**config.mk**
```make
export PLATFORM = sky130hd
export DESIGN_NAME = rv32i_cpu_core
export DESIGN_NICKNAME = d
export VERILOG_FILES = /design/src/rtl/rv32i_pkg.sv /design/src/rtl/rv32i_regfile.sv /design/src/rtl/rv32i_cpu_core.sv
export SDC_FILE = /design/constraint.sdc
export NUM_CORES = 2
export LEC_CHECK = 0
export CAP_MARGIN = 20
export CORE_MARGIN = 10
export CORE_UTILIZATION = 50
export DETAILED_ROUTE_END_ITERATION = 7
export PLACE_DENSITY = 0.66
export SLEW_MARGIN = 5
export SYNTH_ARGS = -nofsm -noshare
export SYNTH_HDL_FRONTEND = slang
export SYNTH_SLANG_ARGS = --single-unit
```
**constraint.sdc**
```tcl
create_clock -name CLK -period 12.5 [get_ports CLK]
set_input_delay 1.875 -clock CLK [delete_from_list [all_inputs] [get_ports CLK]]
set_output_delay 1.875 -clock CLK [all_outputs]
set_load 0.01 [all_outputs]
```
**src/rtl/rv32i_pkg.sv**
```systemverilog
// rv32i_pkg: opcode/funct3 constants, ALU and immediate-format enums, decode helpers
package rv32i_pkg;
  localparam logic [6:0] OP_LUI    = 7'b0110111;
  localparam logic [6:0] OP_AUIPC  = 7'b0010111;
  localparam logic [6:0] OP_JAL    = 7'b1101111;
  localparam logic [6:0] OP_JALR   = 7'b1100111;
  localparam logic [6:0] OP_BRANCH = 7'b1100011;
  localparam logic [6:0] OP_LOAD   = 7'b0000011;
  localparam logic [6:0] OP_STORE  = 7'b0100011;
  localparam logic [6:0] OP_OPIMM  = 7'b0010011;
  localparam logic [6:0] OP_OP     = 7'b0110011;
  localparam logic [2:0] F3_B  = 3'b000;
  localparam logic [2:0] F3_H  = 3'b001;
  localparam logic [2:0] F3_W  = 3'b010;
  localparam logic [2:0] F3_BU = 3'b100;
  localparam logic [2:0] F3_HU = 3'b101;
  typedef enum logic [3:0] {
    ALU_ADD, ALU_SUB, ALU_SLL, ALU_SLT, ALU_SLTU, ALU_XOR,
    ALU_SRL, ALU_SRA, ALU_OR, ALU_AND, ALU_PASSB
  } alu_op_t;
  typedef enum logic [2:0] {IMM_I, IMM_S, IMM_B, IMM_U, IMM_J} imm_fmt_t;
  function automatic logic [31:0] imm_gen(input logic [31:0] i, input imm_fmt_t fmt);
    return fmt == IMM_S ? {{20{i[31]}}, i[31:25], i[11:7]} :
           fmt == IMM_B ? {{19{i[31]}}, i[31], i[7], i[30:25], i[11:8], 1'b0} :
           fmt == IMM_U ? {i[31:12], 12'b0} :
           fmt == IMM_J ? {{11{i[31]}}, i[31], i[19:12], i[20], i[30:21], 1'b0} :
                          {{20{i[31]}}, i[31:20]};
  endfunction
  function automatic alu_op_t alu_dec(input logic [2:0] f3, input logic alt);
    return f3 == 3'b000 ? (alt ? ALU_SUB : ALU_ADD) :
           f3 == 3'b001 ? ALU_SLL :
           f3 == 3'b010 ? ALU_SLT :
           f3 == 3'b011 ? ALU_SLTU :
           f3 == 3'b100 ? ALU_XOR :
           f3 == 3'b101 ? (alt ? ALU_SRA : ALU_SRL) :
           f3 == 3'b110 ? ALU_OR : ALU_AND;
  endfunction
endpackage

```
**src/rtl/rv32i_regfile.sv**
```systemverilog
// rv32i_regfile: 32x32 register file, two async reads, one sync write, x0 reads zero
module rv32i_regfile (
  input  logic        CLK,
  input  logic        Reset,
  input  logic        we,
  input  logic [4:0]  rs1_addr,
  input  logic [4:0]  rs2_addr,
  input  logic [4:0]  rd_addr,
  input  logic [31:0] rd_data,
  output logic [31:0] rs1_data,
  output logic [31:0] rs2_data
);
  logic [31:0] rf [0:31];
  always_ff @(posedge CLK or negedge Reset)
    if (!Reset)
      for (int i = 0; i < 32; i++) rf[i] <= '0;
    else if (we && rd_addr != 5'd0)
      rf[rd_addr] <= rd_data;
  assign rs1_data = rs1_addr == 5'd0 ? '0 : rf[rs1_addr];
  assign rs2_data = rs2_addr == 5'd0 ? '0 : rf[rs2_addr];
endmodule

```
**src/rtl/rv32i_cpu_core.sv**
```systemverilog
// rv32i_cpu_core: single-cycle RV32I core, async instruction fetch, combinational-load data bus
module rv32i_cpu_core
  import rv32i_pkg::*;
#(
  parameter logic [31:0] RESET_PC = 32'h0000_0000,
  parameter int          XLEN     = 32
) (
  input  logic            CLK,
  input  logic            Reset,
  input  logic [31:0]     INSTRUCTION,
  input  logic [XLEN-1:0] MEM_data,
  output logic [31:0]     Instr_Addr,
  output logic [XLEN-1:0] MEM_addr,
  output logic [XLEN-1:0] MEM_WR_out,
  output logic [2:0]      MEM_type,
  output logic            MEM_rd_en,
  output logic            MEM_wr_en
);
  logic [1:0]  rst_sync;
  logic        run;
  logic [31:0] pc, pc_plus4, imm, rs1_v, rs2_v, a, b, alu_y, wb;
  logic [6:0]  opcode;
  logic [4:0]  rd, rs1, rs2;
  logic [2:0]  f3;
  alu_op_t     alu_op;
  imm_fmt_t    imm_fmt;
  logic        use_imm, a_pc, reg_wr, rd_en, wr_en, jal, jalr, branch, cond, taken;
  // Core stays idle until the deasserted reset has passed two flops
  always_ff @(posedge CLK or negedge Reset)
    if (!Reset) rst_sync <= 2'b00;
    else rst_sync <= {rst_sync[0], 1'b1};
  assign run = rst_sync[1];
  assign opcode = INSTRUCTION[6:0];
  assign rd = INSTRUCTION[11:7];
  assign f3 = INSTRUCTION[14:12];
  assign rs1 = INSTRUCTION[19:15];
  assign rs2 = INSTRUCTION[24:20];
  always_comb begin
    alu_op = ALU_ADD;
    imm_fmt = IMM_I;
    use_imm = 1'b0;
    a_pc = 1'b0;
    reg_wr = 1'b0;
    rd_en = 1'b0;
    wr_en = 1'b0;
    jal = 1'b0;
    jalr = 1'b0;
    branch = 1'b0;
    case (opcode)
      OP_LUI: begin reg_wr = 1'b1; use_imm = 1'b1; imm_fmt = IMM_U; alu_op = ALU_PASSB; end
      OP_AUIPC: begin reg_wr = 1'b1; use_imm = 1'b1; imm_fmt = IMM_U; a_pc = 1'b1; end
      OP_JAL: begin reg_wr = 1'b1; jal = 1'b1; imm_fmt = IMM_J; end
      OP_JALR: begin reg_wr = 1'b1; jalr = 1'b1; use_imm = 1'b1; end
      OP_BRANCH: begin branch = 1'b1; imm_fmt = IMM_B; end
      OP_LOAD: begin reg_wr = 1'b1; rd_en = 1'b1; use_imm = 1'b1; end
      OP_STORE: begin wr_en = 1'b1; use_imm = 1'b1; imm_fmt = IMM_S; end
      OP_OPIMM: begin reg_wr = 1'b1; use_imm = 1'b1; alu_op = alu_dec(f3, f3 == 3'b101 && INSTRUCTION[30]); end
      OP_OP: begin reg_wr = 1'b1; alu_op = alu_dec(f3, INSTRUCTION[30]); end
      default: ;
    endcase
  end
  assign imm = imm_gen(INSTRUCTION, imm_fmt);
  rv32i_regfile u_rf (
    .CLK(CLK), .Reset(Reset), .we(run && reg_wr),
    .rs1_addr(rs1), .rs2_addr(rs2), .rd_addr(rd), .rd_data(wb),
    .rs1_data(rs1_v), .rs2_data(rs2_v)
  );
  assign a = a_pc ? pc : rs1_v;
  assign b = use_imm ? imm : rs2_v;
  always_comb begin
    case (alu_op)
      ALU_SUB:   alu_y = a - b;
      ALU_SLL:   alu_y = a << b[4:0];
      ALU_SLT:   alu_y = {31'b0, $signed(a) < $signed(b)};
      ALU_SLTU:  alu_y = {31'b0, a < b};
      ALU_XOR:   alu_y = a ^ b;
      ALU_SRL:   alu_y = a >> b[4:0];
      ALU_SRA:   alu_y = $signed(a) >>> b[4:0];
      ALU_OR:    alu_y = a | b;
      ALU_AND:   alu_y = a & b;
      ALU_PASSB: alu_y = b;
      default:   alu_y = a + b;
    endcase
  end
  assign cond = f3 == 3'b000 ? rs1_v == rs2_v :
                f3 == 3'b001 ? rs1_v != rs2_v :
                f3 == 3'b100 ? $signed(rs1_v) < $signed(rs2_v) :
                f3 == 3'b101 ? $signed(rs1_v) >= $signed(rs2_v) :
                f3 == 3'b110 ? rs1_v < rs2_v :
                f3 == 3'b111 ? rs1_v >= rs2_v : 1'b0;
  assign taken = branch && cond;
  assign pc_plus4 = pc + 32'd4;
  assign wb = (jal || jalr) ? pc_plus4 : rd_en ? MEM_data : alu_y;
  always_ff @(posedge CLK or negedge Reset)
    if (!Reset) pc <= RESET_PC;
    else if (run) pc <= jalr ? {alu_y[31:1], 1'b0} : (jal || taken) ? pc + imm : pc_plus4;
  assign Instr_Addr = pc;
  assign MEM_rd_en = run && rd_en;
  assign MEM_wr_en = run && wr_en;
  assign MEM_addr = run ? alu_y : '0;
  assign MEM_WR_out = run ? rs2_v : '0;
  assign MEM_type = run ? f3 : F3_W;
endmodule

```
Word level (Yosys, flattened, before mapping)
Cells that the tools add are included.

Order comparisons: 10. Multipliers: 0. Reduce and logical (&&, ||, !) cells: 16. Equal/unequal tests: 32. Bitwise gates (word level): 6. Div/mod/pow operators: 0. Muxes and demuxes: 58. Add/sub/neg operators: 4. Shift operators: 3.

Operators by type and width (count): bitwise mux 1024 bit (1); two-way mux 32 bit (15); binary-select mux 32 bit (select 5 bit) (2); one-hot mux 32 bit (10 select lines) (1); demux 32 bit (select 5 bit) (1); < comparator 32 bit (4); two-way mux 31 bit (3); adder 32 bit (2); greater-or-equal comparator 32 bit (2); two-way mux 4 bit (12); adder 32 x 3 -> 32 bit (second input constant) (1); bitwise AND 32 bit (1); == test 32 bit (1); != test 32 bit (1); OR 32 bit (1); << shifter 32 x 5 -> 32 bit (1); >> shifter 32 x 5 -> 32 bit (1); >>> shifter 32 x 5 -> 32 bit (1); subtractor 32 bit (1); bitwise XOR 32 bit (1); == test 7 x 6 -> 1 bit (second input constant) (3); == test 7 bit (second input constant) (3); two-way mux 20 bit (1); two-way mux 1 bit (19); other kinds (23) (50).

Bits in registers: 1058. Bits in latches: 0. Output and inout bits: 101. Word-level logic and storage cells: 163. ROM bits: 0. Memories kept: 0. Input bits: 66. RAM bits: 0.

Longest topological paths before layout
Depth in word-level cells: 16. Gate-level depth with buffers: 35. Gate-level depth less buffers: 23.

Cells and area by module
A second synthesis with hierarchy kept.

Cells, all modules: 6107. Area, all modules: 70502.6 um^2.

By module, submodules not included: rv32i_regfile (cells each 3667, seq. area each 25624.6 um^2, area each 54471.0 um^2, instances 1); rv32i_cpu_core (cells each 2440, seq. area each 850.8 um^2, area each 16031.6 um^2, instances 1).

Worst setup path before layout
OpenSTA, ideal clock, no wires.

Path kind: input-to-output. From: input INSTRUCTION[20]. To: output MEM_addr[25]. Stages: 32. Required time: 10625 ps. Arrival time: 8292 ps. Buffers on the path: 13. Path slack: 2333 ps. Cells stage by stage: buf_6 buf_6 buf_8 buf_8 buf_8 buf_8 buf_6 buf_6 buf_6 buf_4 buf_2 buf_2 mux4_2 mux4_2 nand2_1 a21o_1 o21ai_0 ha_1 clkbuf_1 a21oi_1 o21bai_1 a211oi_1 o31ai_1 a221o_1 a31o_2 a21oi_1 o21bai_1 or4_1 nand3_1 o31ai_1 nand4_1 and2_1.

Word-level cells in the longest chain between the ends: 9. Elaborated cells between the ends (all ways): 21. Classes of those cells: add/sub (2); shift (3); mux (11); bitwise (4); reduce/logical (1).

RTL lines: start, declared (RTL line rv32i_cpu_core.sv:10) `input logic [31:0] INSTRUCTION,`; NOT 5 -> 6 bit (not written as such) (RTL line rv32i_regfile.sv:20) `assign rs2_data = rs2_addr == 5'd0 ? '0 : rf[rs2_addr];`; binary-select mux 32 bit (select 5 bit) (RTL line rv32i_regfile.sv:20); two-way mux 32 bit (not written as such) (2 in series) (RTL line rv32i_regfile.sv:20); two-way mux 32 bit (RTL line rv32i_regfile.sv:20); two-way mux 32 bit * (RTL line rv32i_cpu_core.sv:69) `assign b = use_imm ? imm : rs2_v;`; adder 32 bit (tied with other cells) (RTL line rv32i_cpu_core.sv:82) `default: alu_y = a + b;`; one-hot mux 32 bit (10 select lines) * (RTL line rv32i_cpu_core.sv:71) `case (alu_op)`; two-way mux 32 bit * (RTL line rv32i_cpu_core.sv:100) `assign MEM_addr = run ? alu_y : '0;`; end, declared (RTL line rv32i_cpu_core.sv:13) `output logic [XLEN-1:0] MEM_addr,`.

Mark *: on every way between the ends. The rest lies on a longest branch, timed or not. The select of a mux whose other input is x is not followed.

Worst setup path in the final report
From: input INSTRUCTION[18]. To: output MEM_addr[29].

Word-level cells in the longest chain between the ends: 9. Elaborated cells between the ends (all ways): 22. Classes of those cells: add/sub (2); shift (3); mux (12); bitwise (4); reduce/logical (1).

RTL lines: NOT 5 -> 6 bit (not written as such) (RTL line rv32i_regfile.sv:19) `assign rs1_data = rs1_addr == 5'd0 ? '0 : rf[rs1_addr];`; binary-select mux 32 bit (select 5 bit) (RTL line rv32i_regfile.sv:19); two-way mux 32 bit (not written as such) (2 in series) (RTL line rv32i_regfile.sv:19); two-way mux 32 bit (RTL line rv32i_regfile.sv:19); two-way mux 32 bit (RTL line rv32i_cpu_core.sv:68) `assign a = a_pc ? pc : rs1_v;`; adder 32 bit (tied with other cells) (RTL line rv32i_cpu_core.sv:82); one-hot mux 32 bit (10 select lines) * (RTL line rv32i_cpu_core.sv:71); two-way mux 32 bit * (RTL line rv32i_cpu_core.sv:100).

Marked as above.

==> impl_metrics.yaml <==
run_status:
  status: "finished with violations"
  violations: "DRC"
finish:
  final_nets: 7439
  seq_area_sq_mm: 0.0265
  area_delta_synth_final_pct: 11.0
  fin_cells: 9114
  final_cell_area_sq_mm: 0.0773
  drive_gt1_share_pct: 14.9
  multi_input_area_sq_mm: 0.0398
  nFillCells: 12200
global_routing:
  grt.busiest_layer: "met2"
  grt_pass1_vias: 61400
  grt_first_pass_wirelength_microns: 465000
  grt_use_met1_pct: 54.6
  met2_usage_pct: 61.6
  grt_overflow_total: 0
  grt_max_degree: 171
  gr-usage-met3_pct: 12.3
  antenna_found_initial: 24
  grt_use_total_pct: 42.0
timing:
  hold_viol_final: 0
  slew_viol_final: 0
  period_needed_ns: 11.79
  rsz0062_at_grt: "no"
  fin_tns_setup_ns: 0
  clock_skew_ns: 0.0781
  setup_slack_ns: 0.705
  slew_headroom_pct: 15.4
  fin_crit_sh_pct: 94.4
  max_slew.worst_pin.slew_ns: 1.26
  report.final.setup_viol: 0
  max_freq_ghz: 0.0848
clock_network:
  cts_buffer_depth: 3
  cts_tree: "yes"
  cts_root_buffer: "clkbuf_16"
  postCtsSetupBuffers: 0
  clk_latency_ns: 0.80
  postCtsHoldBufs: 0
  cts_htree_levels: 3
  cts-buffers-inserted: 115
  post_cts_resized: 0
  cts.clk_slew.worst_paths_ns: 0.06
  clock-sinks: 1058
power:
  internal_power_mw: 6.36
  p_sw_mw: 3.27
  seq_power_share_pct: 38.3
  peakVddDrop_v: 0.000130
  p_clk_share_pct: 38.2
  combinationalPowerShare_pct: 23.5
  total_leakage_power_nw: 33.2
  switching_share_pct: 34.0
  p_per_area_mw_per_mm2: 125
floorplanning:
  rows: 136
  die_area_sq_mm: 0.155
  chipWidth_microns: 393
  core_area_sq_mm: 0.138
  start_util_pct: 50.5
  die-height_microns: 393
  pin_count: 167
critical_path:
  cp_top_family: "compound AO/OA/AOI/OAI gates"
  cp.arrival_ns: 9.92
  path_cells: "clkdlybuf4s50_1 -> nand2_2 -> nor2_1 -> buf_6 -> a22oi_1 -> nand4_1 -> a22oi_1 -> inv_1 -> ha_1 -> or4_1 -> nor3_1 -> inv_1 -> a2111oi_0 -> buf_4 -> nor3_1 -> o32ai_1 -> a31oi_1 -> o221a_2 -> a21oi_1 -> clkdlybuf4s50_1"
  cp.required_ns: 10.62
  cp_max_fo: 11
  critPathCaptureType: "output port"
  cpPeakStageDelay_ns: 0.76
  critPathBufInv: 6
  r2r_setup_slack_ns: 4.68
  worstSetupPathType: "in2out"
  crit_slowest_cell: "o32ai_1"
  crit_path_start_kind: "primary input"
route:
  via_per_inst: 7.10
  drt_wl_total_microns: 333000
  routedWlPerCell_microns: 36.5
  drt_iter0_drc: 9251
  drtAntennaViolNets: 0
  drc: 1
  vias: 64700
  dr.pass1.iters: 8
synthesis:
  yosysTopAreaCellShare_pct: 38.0
  synth_top_area_cell: "dfrtp_1"
  ys_seq_area_share_pct: 38.0
  syn_area_per_cell_sq_um: 9.46
  synth.distinct_cells: 92
  synthesis.nets: 7590
  async_reset_ff_share_pct: 100
  synth-edff-count: 0
  synth-seq-cells: 1058
  synthFlopType: "dfrtp_1"
  synthTopCellsByArea: "dfrtp_1, mux4_2, nand2_1"
  yosysWarnings: 0
  netlist_instances: 7360
  netlist_area_sq_mm: 0.0696
place:
  numPortBuffers: 166
  dpl_cell_area_sq_mm: 0.0731
  placed_cells: 8877
  gp_congestion: 1.08
  dp_hpwl_microns: 229000
  pre_cts_ws_ns: 1.11
min_path:
  hp-class: "reg2reg"
run:
  drv_cap: 0
==> power by group through the flow <==
stage / clock [mW] / combinational [mW] / sequential (mW)
finish: 3.68 / 2.27 / 3.69
global route: 3.84 / 2.35 / 3.69
CTS: 3.70 / 2.17 / 3.68
detailed placement: 0 / 2.16 / 3.74
global placement: 0 / 2.16 / 3.73
floorplan: 0 / 1.21 / 3.68
==> final timing paths <==
path / startpoint / endpoint / cells past startpoint
setup / recovery: INSTRUCTION[18] / MEM_addr[29] / 20
max in group asynchronous: Reset / u_rf.rf[392] / 4
hold reg to reg: rst_sync[0] / rst_sync[1] / 0
hold / removal: rst_sync[0] / rst_sync[1] / 0
setup reg to reg: u_rf.rf[0] / u_rf.rf[830] / 23
min in group asynchronous: Reset / u_rf.rf[314] / 1
==> worst reg2reg max path, stage by stage (launching register included) <==
cell and delay, ns:
dfrtp_1 0.39, mux4_2 0.48, mux4_2 0.48, mux2i_1 0.31, nor2_1 0.24, mux2i_1 0.30, inv_1 0.11, ha_1 0.23
inv_1 0.12, fa_1 0.24, nand2b_1 0.12, a21oi_1 0.09, o21bai_1 0.39, a21oi_1 0.24, a21oi_1 0.22, buf_4 0.19
nor3_1 0.12, o41ai_1 0.94, o31ai_1 0.22, xnor2_1 0.19, a2111oi_2 0.64, a21oi_1 0.22, o21ai_4 0.85, o21ai_0 0.33
==> placed cells by master, fill, tap and decap left out, types with 25 or more instances in the layout <==
| master | instances |
|---|---|
| nand2_1 | 1110 |
| dfrtp_1 | 1058 |
| o21ai_0 | 712 |
| nor2_1 | 447 |
| a21oi_1 | 435 |
| mux4_2 | 416 |
| mux2i_1 | 349 |
| o31ai_1 | 328 |
| nand3_1 | 273 |
| buf_4 | 255 |
| a22oi_1 | 191 |
| ha_1 | 161 |
| clkdlybuf4s50_1 | 157 |
| inv_1 | 121 |
| clkbuf_16 | 115 |
| a21o_1 | 85 |
| o211ai_1 | 65 |
| and2_1 | 55 |
| a31oi_1 | 53 |
| nor3_1 | 53 |
| xnor2_1 | 48 |
| nor2b_1 | 35 |
| a211oi_1 | 33 |
| nand2b_1 | 32 |
| nand4_1 | 31 |
| clkbuf_8 | 29 |
| nor4_1 | 27 |
| o31ai_2 | 27 |
| o21bai_1 | 25 |
==> routing by layer <==
layer	vias up	part of all wire [%]	wire length, microns
li1	26800	-	-
met1	32200	38	126000
met2	4665	43	143000
met3	1028	12	39800
met4	16	7.1	23600
met5	-	0.033	110
==> cell type report <==
class	count	share of cell area, %
Timing Repair Buffer	456	5.39
Clock inverter	51	0.955
Inverter	130	0.631
Antenna cell	15	0.0486
Clock buffer	162	4.33
Tap cell	1794	2.90
Multi-Input combinational cell	5448	51.5
Sequential cell	1058	34.2
==> state kept, by name (all words and copies together) (netlist names) <==
name / count
Instr_Addr: 32
rst_sync: 2
u_rf.rf: 1024
==> synth_stat cells, types with 14 or more instances <==
| cell type | number |
|---|---|
| mux4_2 | 416 |
| or2_2 | 16 |
| a22o_1 | 15 |
| nor3_1 | 54 |
| nand2b_1 | 35 |
| buf_6 | 37 |
| o22ai_1 | 17 |
| o21a_1 | 20 |
| o21ai_1 | 25 |
| mux2i_1 | 349 |
| o21bai_1 | 25 |
| nor2_1 | 466 |
| a221oi_1 | 17 |
| nand3_1 | 275 |
| dfrtp_1 | 1058 |
| nand4_1 | 31 |
| o31ai_2 | 26 |
| o21ai_0 | 719 |
| a31oi_1 | 53 |
| a22oi_1 | 191 |
| o221ai_1 | 18 |
| buf_2 | 96 |
| nor4_1 | 32 |
| o211ai_1 | 65 |
| and2_1 | 57 |
| ha_1 | 161 |
| o31ai_1 | 330 |
| buf_1 | 31 |
| a211oi_1 | 33 |
| a221o_1 | 14 |
| nor2b_1 | 37 |
| inv_1 | 121 |
| a21oi_1 | 441 |
| a21o_1 | 85 |
| clkbuf_1 | 496 |
| xor2_1 | 23 |
| buf_4 | 59 |
| nand2_1 | 1137 |
| xnor2_1 | 48 |
| and3_1 | 24 |
==> cell families after synthesis <==
group | after synthesis | synth area share (%)
AO/OA/AOI/OAI | 2225 | 20.3
XOR/XNOR | 71 | 0.893
adder cells (fa/ha/maj) | 164 | 2.98
buffers and inverters | 854 | 5.56
flip-flops | 1058 | 38.0
multiplexers | 776 | 18.7
other | 1 | 0.00539
AND/OR/NAND/NOR | 2211 | 13.6
==> metrics by stage <==
step           utilization, %  hold slack, ns  power (mW)
4_1_cts                  56.0           0.350        9.55
3_5_place_dp             53.0           0.345        5.90
6_report                 56.1           0.350        9.63
2_1_floorplan               -           0.331        4.89
5_1_grt                  56.1           0.364        9.87
3_3_place_gp             53.0           0.334        5.90
No activity file was read; power rests on OpenSTA's default activity.
